**config.mk**
```make
export PLATFORM = sky130hd
export DESIGN_NAME = pim_input_loader_flat
export DESIGN_NICKNAME = d
export VERILOG_FILES = /design/src/rtl/pim_input_loader_if.sv /design/src/rtl/pim_input_loader.sv /design/src/flat_wrapper.sv
export SDC_FILE = /design/constraint.sdc
export NUM_CORES = 2
export LEC_CHECK = 0
export CORE_ASPECT_RATIO = 0.5
export CORE_UTILIZATION = 25
export DETAILED_ROUTE_END_ITERATION = 7
export SLEW_MARGIN = 20
export SYNTH_ARGS = -nofsm -noshare
export SYNTH_HDL_FRONTEND = slang
export SYNTH_SLANG_ARGS = --single-unit
```
**constraint.sdc**
```tcl
create_clock -name clk_i -period 3.1 [get_ports clk_i]
set_clock_uncertainty 0.2 [all_clocks]
set_input_delay 0.62 -clock clk_i [delete_from_list [all_inputs] [get_ports clk_i]]
set_output_delay 0.62 -clock clk_i [all_outputs]
set_load 0.02 [all_outputs]
```
**src/rtl/pim_input_loader_if.sv**
```systemverilog
// Handshake bundle between the CPU write port / PIM array and pim_input_loader.
// The slave modport is the loader's view; the master modport is the surrounding system's view.
interface pim_input_loader_if #(
    parameter int WORDS = 32,
    parameter int DW    = 32
);
    localparam int VW = WORDS * DW;
    localparam int CW = $clog2(WORDS + 1);

    logic [2:0]    pim_mode_i;
    logic          wr_en_i;
    logic [DW-1:0] wr_data_i;
    logic          wr_ready_o;
    logic          flush_i;
    logic [CW-1:0] fill_cnt_o;
    logic [VW-1:0] pim_input_o;
    logic          pim_valid_o;
    logic          pim_ready_i;
    logic          pim_done_i;
    logic          err_o;

    modport master (
        output pim_mode_i, wr_en_i, wr_data_i, flush_i, pim_ready_i, pim_done_i,
        input  wr_ready_o, fill_cnt_o, pim_input_o, pim_valid_o, err_o
    );

    modport slave (
        input  pim_mode_i, wr_en_i, wr_data_i, flush_i, pim_ready_i, pim_done_i,
        output wr_ready_o, fill_cnt_o, pim_input_o, pim_valid_o, err_o
    );
endinterface

```
**src/rtl/pim_input_loader.sv**
```systemverilog
// Double-buffered PIM input vector loader: the CPU fills one bank word by word (MSB-first)
// while the other bank is presented to the PIM array and held until it signals done.
module pim_input_loader #(
    parameter int WORDS = 32,
    parameter int DW    = 32
) (
    input logic               clk_i,
    input logic               rst_ni,
    pim_input_loader_if.slave bus
);
    localparam int VW = WORDS * DW;
    localparam int CW = $clog2(WORDS + 1);

    localparam logic [2:0] PIM_PARALLEL = 3'b101;
    localparam logic [2:0] PIM_RBR      = 3'b110;

    typedef enum logic [1:0] {
        EMPTY,
        FILL,
        READY,
        BUSY
    } bank_state_t;

    bank_state_t   state [2];
    logic [VW-1:0] data  [2];
    logic          wptr;
    logic          rptr;
    logic [CW-1:0] fill_cnt;
    logic          err;

    logic wr_ready;
    logic mode_ok;
    logic wr_accept;
    logic wr_last;

    always_comb begin
        wr_ready  = (state[wptr] == EMPTY) || (state[wptr] == FILL);
        mode_ok   = (bus.pim_mode_i == PIM_PARALLEL) || (bus.pim_mode_i == PIM_RBR);
        wr_accept = bus.wr_en_i && wr_ready && mode_ok && !bus.flush_i;
        wr_last   = (fill_cnt == CW'(WORDS - 1));
    end

    // Fill side only ever touches an EMPTY/FILL bank and the present side only a READY/BUSY
    // one, so both halves below may update the same cycle without colliding even if wptr==rptr.
    always_ff @(posedge clk_i or negedge rst_ni) begin
        if (!rst_ni) begin
            state[0] <= EMPTY;
            state[1] <= EMPTY;
            data[0]  <= '0;
            data[1]  <= '0;
            wptr     <= 1'b0;
            rptr     <= 1'b0;
            fill_cnt <= '0;
            err      <= 1'b0;
        end else begin
            if (bus.flush_i) begin
                if (state[wptr] == FILL) begin
                    state[wptr] <= EMPTY;
                    data[wptr]  <= '0;
                end
                fill_cnt <= '0;
                err      <= 1'b0;
            end else if (wr_accept) begin
                for (int unsigned i = 0; i < WORDS; i++) begin
                    if (fill_cnt == CW'(i)) begin
                        data[wptr][(WORDS-1-i)*DW +: DW] <= bus.wr_data_i;
                    end
                end
                if (wr_last) begin
                    state[wptr] <= READY;
                    fill_cnt    <= '0;
                    wptr        <= ~wptr;
                end else begin
                    state[wptr] <= FILL;
                    fill_cnt    <= fill_cnt + 1'b1;
                end
            end else if (bus.wr_en_i) begin
                err <= 1'b1;
            end

            if (state[rptr] == READY && bus.pim_ready_i) begin
                state[rptr] <= BUSY;
            end else if (state[rptr] == BUSY && bus.pim_done_i) begin
                state[rptr] <= EMPTY;
                data[rptr]  <= '0;
                rptr        <= ~rptr;
            end
        end
    end

    assign bus.wr_ready_o  = wr_ready;
    assign bus.fill_cnt_o  = fill_cnt;
    assign bus.pim_input_o = data[rptr];
    assign bus.pim_valid_o = (state[rptr] == READY);
    assign bus.err_o       = err;
endmodule

```
**src/flat_wrapper.sv**
```systemverilog
// flat-port wrapper written by rule: the top's interface ports become plain ports
module pim_input_loader_flat 
#(
    parameter int WORDS = 32,
    parameter int DW    = 32
)
  (clk_i, rst_ni, bus_pim_mode_i, bus_wr_en_i, bus_wr_data_i, bus_flush_i, bus_pim_ready_i, bus_pim_done_i, bus_wr_ready_o, bus_fill_cnt_o, bus_pim_input_o, bus_pim_valid_o, bus_err_o);
  pim_input_loader_if #(.WORDS(WORDS), .DW(DW)) bus_i ();
  input logic clk_i;
  input logic rst_ni;
  input wire logic [$bits(bus_i.pim_mode_i)-1:0] bus_pim_mode_i;
  input wire logic [$bits(bus_i.wr_en_i)-1:0] bus_wr_en_i;
  input wire logic [$bits(bus_i.wr_data_i)-1:0] bus_wr_data_i;
  input wire logic [$bits(bus_i.flush_i)-1:0] bus_flush_i;
  input wire logic [$bits(bus_i.pim_ready_i)-1:0] bus_pim_ready_i;
  input wire logic [$bits(bus_i.pim_done_i)-1:0] bus_pim_done_i;
  output wire logic [$bits(bus_i.wr_ready_o)-1:0] bus_wr_ready_o;
  output wire logic [$bits(bus_i.fill_cnt_o)-1:0] bus_fill_cnt_o;
  output wire logic [$bits(bus_i.pim_input_o)-1:0] bus_pim_input_o;
  output wire logic [$bits(bus_i.pim_valid_o)-1:0] bus_pim_valid_o;
  output wire logic [$bits(bus_i.err_o)-1:0] bus_err_o;
  assign bus_i.pim_mode_i = bus_pim_mode_i;
  assign bus_i.wr_en_i = bus_wr_en_i;
  assign bus_i.wr_data_i = bus_wr_data_i;
  assign bus_i.flush_i = bus_flush_i;
  assign bus_i.pim_ready_i = bus_pim_ready_i;
  assign bus_i.pim_done_i = bus_pim_done_i;
  assign bus_wr_ready_o = bus_i.wr_ready_o;
  assign bus_fill_cnt_o = bus_i.fill_cnt_o;
  assign bus_pim_input_o = bus_i.pim_input_o;
  assign bus_pim_valid_o = bus_i.pim_valid_o;
  assign bus_err_o = bus_i.err_o;
  pim_input_loader #(.WORDS(WORDS), .DW(DW)) u_core (.clk_i(clk_i), .rst_ni(rst_ni), .bus(bus_i));
endmodule
```
==> summary.md <==
| Metric | Value |
|---|---|
| Ratio of cells with drive above 1 in the final layout | 22.0% |
| DRT antenna net count | 0 |
| Placer Congestion | 0.912 |
| GR Overflow Total | 0 |
| Core Rows | 155 |
| Fin nets | 9534 |
| Largest net degree at the start of global routing | 125 |
| Gr usage total | 23.4% |
| Critical path class | flip-flop to primary output |
| Die span in x | 853 um |
| Final period util | 120% |
| Max clock buf depth | 3 |
| Mapped Area | 90600 um^2 |
| Core ar. | 359000 um^2 |
| Buffers on Ports | 1073 |
| Placed cell area | 112000 um^2 |
| Syn-to-layout area delta | 31.5% |
| Failing checks | setup timing |
| Via count | 78400 |
| Critical-path maximum fanout | 12 |
| Required @ worst endpoint | 2280 ps |
| DRT Pass-1 Iters | 8 |
| Slew @ Worst Pin | 1140 ps |
| Max Freq | 0.269 GHz |
| CTS H-Tree Depth | 4 |
| Final setup vio count | 1029 |
| Routed WL | 448 mm |
| CP Capture Type | primary output |
| Critical Path Start Type | flip-flop |
| VDD IR-drop max | 482 uV |
| Vias in the first global route | 74400 |
| Synth Warn # | 0 |
| Initial antenna violation count | 86 |
| Global-route wire length before repair | 606 mm |
| Worst r2r src | u_core.bus.fill_cnt_o[4]$_DFFE_PN0P_ |
| Top_reg_cell synth | dfrtp_1 |
| Avg Vias per Cell | 5.42 |
| Avg Cell Area, Syn | 10.5 um^2 |
| Cells after Synth | 8610 |
| Outcome | complete, but fails checks |
| CP Cell Sequence | buf_12, buf_4, mux2_2, clkdlybuf4s50_1 |
| Max Slew Vio Count | 0 |
| CP max-delay cell | clkdlybuf4s50_1 |
| CTS sink count | 2061 |
| Hold Crit Class | input pin to asynchronous set/reset pin |
| Cell Pwr Density | 595 nW/um^2 |
| Register area share after synthesis | 56.9% |
| Final HPWL DP | 311 mm |
| WL/cell | 30.9 um |
| Clk root buf | clkbuf_16 |
| DRT iter0 DRCs | 10700 |
| Die ar. | 365000 um^2 |
| Leak pwr | 58.5 nW |
| Distinct cells, synth | 67 |
| Async SR Flop Fraction | 100% |
| Hold Slack | 131 ps |
| DRC | 0 |
| Depth of the most critical reg-to-reg path | 6 |
| Post-Syn Nets | 8655 |
| R2R Setup Slk | 200 ps |
| I/O pins | 1074 |
| Final Hold Viols | 0 |
| Die Y | 428 um |
| Total CTS buffers | 207 |
| Post-synth EDFFs | 0 |
| CTS tree | built |
| Final core occ | 33.2% |
| Clk Latency, worst-skew pair | 870 ps |
| Relative slew slack | 23.8% |
| Post-route cell area | 119000 um^2 |
| PnR worst setup slack | -622 ps |
| R2R Path End | u_core.data[338]$_DFF_PN0_ |
| Minimum clock period | 3720 ps |
| Max incr delay on CP | 690 ps |
| Yosys reg bits | 2061 |
| Clk slew on worst S/H paths | 60 ps |
| Unrepaired setup endpoints after global routing | yes |
| Critical Path AT | 2900 ps |
| Initial Util | 25.3% |
| Max_cap viols | 0 |
[cell usage after synthesis (3+ instances only)]
cell type / n / area share, %
nand4_1: 59 / 0.41
o21ai_1: 109 / 0.60
and3b_1: 6 / 0.058
nand3b_1: 8 / 0.066
nand3_1: 1680 / 9.3
ha_1: 4 / 0.055
inv_1: 25 / 0.10
xnor2_1: 4 / 0.039
nor3b_1: 4 / 0.033
buf_6: 3 / 0.037
buf_2: 229 / 1.3
mux2_2: 1023 / 13
mux2i_1: 64 / 0.71
o22ai_1: 15 / 0.10
clkbuf_1: 685 / 2.8
buf_4: 13 / 0.11
nand4_2: 5 / 0.069
buf_1: 39 / 0.16
a31oi_1: 3 / 0.021
dfrtp_1: 2061 / 57
nor4b_2: 5 / 0.083
a22o_1: 40 / 0.39
nand2_1: 458 / 1.9
nor2_1: 24 / 0.099
o21ai_0: 1687 / 9.3
and4_1: 3 / 0.029
o211ai_1: 127 / 1.1
or3b_2: 3 / 0.029
and4b_1: 3 / 0.033
or3_1: 5 / 0.035
a21oi_1: 153 / 0.84
and4bb_1: 3 / 0.041
nor3_1: 15 / 0.083
and2_1: 3 / 0.021
[logic make-up after synthesis]
kind of cell / share of synthesized area [%]
AO/OA/AOI/OAI: 12.5
XOR/XNOR: 0.0483
adder cells (fa/ha/maj): 0.0552
buffers and inverters: 4.51
flip-flops: 56.9
multiplexers: 13.4
AND/OR/NAND/NOR: 12.5
[worst max-delay path by stage]
stage | startpoint | end | slack, ps | depth (start not counted)
detailed placement | bus_pim_mode_i[0] | u_core.data[338]$_DFF_PN0_ | -330 | 8
finish | u_core.rptr$_DFFE_PN0P_ | bus_pim_input_o[930] | -620 | 4
floorplan | u_core.rptr$_DFFE_PN0P_ | bus_pim_input_o[1004] | 530 | 5
global placement | bus_pim_mode_i[0] | u_core.data[338]$_DFF_PN0_ | -300 | 8
CTS | u_core.rptr$_DFFE_PN0P_ | bus_pim_input_o[224] | -680 | 5
global route | u_core.rptr$_DFFE_PN0P_ | bus_pim_input_o[600] | -630 | 5
[flip-flops by register name, indices dropped and copies added (netlist names)]
signal                 cells
u_core.data             2048
u_core.bus.fill_cnt_o      6
u_core.state               4
u_core.bus.err_o           1
u_core.rptr                1
u_core.wptr                1
[repair_timing]
action	4_1_cts	5_1_grt
setup buffers	0	5
resized for setup	348	332
hold endpoints to repair	192	0
setup endpoints to repair	1028	1028
hold buffers	1	0
cloned	1	3
[metal layers]
layer  vias to the layer above  wire (um)  part of all wire (%)  track usage, %
li1                      32500          -                     -               -
met1                     39900     158000                    35            27.4
met2                      4726     199000                    44            35.6
met3                      1314      36900                   8.3            4.34
met4                        10      54100                    12            23.5
met5                         -        116                 0.026               0
[stage by stage]
step / instances / worst slack [ps] / total power, mW / setup TNS, ps
global route: 14500 / -633 / 72.2 / -468920
global placement: 14100 / -297 / 43.9 / -14890
floorplan: 8610 / 528 / 35.0 / 0
finish: 14500 / -622 / 70.9 / -440560
CTS: 14400 / -684 / 70.2 / -545940
detailed placement: 14100 / -326 / 43.9 / -27200
[worst max-delay path, delay by kind of cell (launching register included)]
| family | cells | cell delay [ps] |
|---|---|---|
| buf+inv | 3 | 1150 |
| flops | 1 | 460 |
| mux | 1 | 400 |
[report_power, final]
group	switching, mW	internal (mW)
combinational	11.0	5.89
clock	11.3	15.3
sequential	0.253	27.2
[cells in the final DEF (no fill, tap or decap), drive strengths merged, types with 5 or more instances in the layout]
master         synthesis  routed
dfrtp               2061    2061
o21ai               1796    1796
nand3               1680    1680
mux2                1024    1024
buf                  284     635
nand2                458     458
clkdlybuf4s50          0     422
clkbuf               685     341
dlygate4sd2            0     318
dlymetal6s2s           0     234
a21oi                153     153
o211ai               127     127
mux2i                 64      64
nand4                 64      64
a22o                  40      40
inv                   25      34
clkinv                 0      32
nor2                  24      24
diode                  0      22
bufinv                 0      18
nor3                  17      17
o22ai                 15      15
nand3b                 8       8
clkdlybuf4s15          0       8
and3b                  6       6
nor4b                  6       6
or3                    5       5
nor3b                  5       5
and4bb                 5       5
[final cells by class]
cell class / count / area, um^2
clock buffers: 321 / 6230
fillers: 36100 / 240000
clock inverters: 63 / 891
flip-flops and latches: 2061 / 51600
multi-input cells: 5555 / 35300
diodes: 22 / 55.1
repair buffers: 1639 / 19100
well taps: 4788 / 5990
inverters: 25 / 93.8
Power figures use the tool's default switching activity.
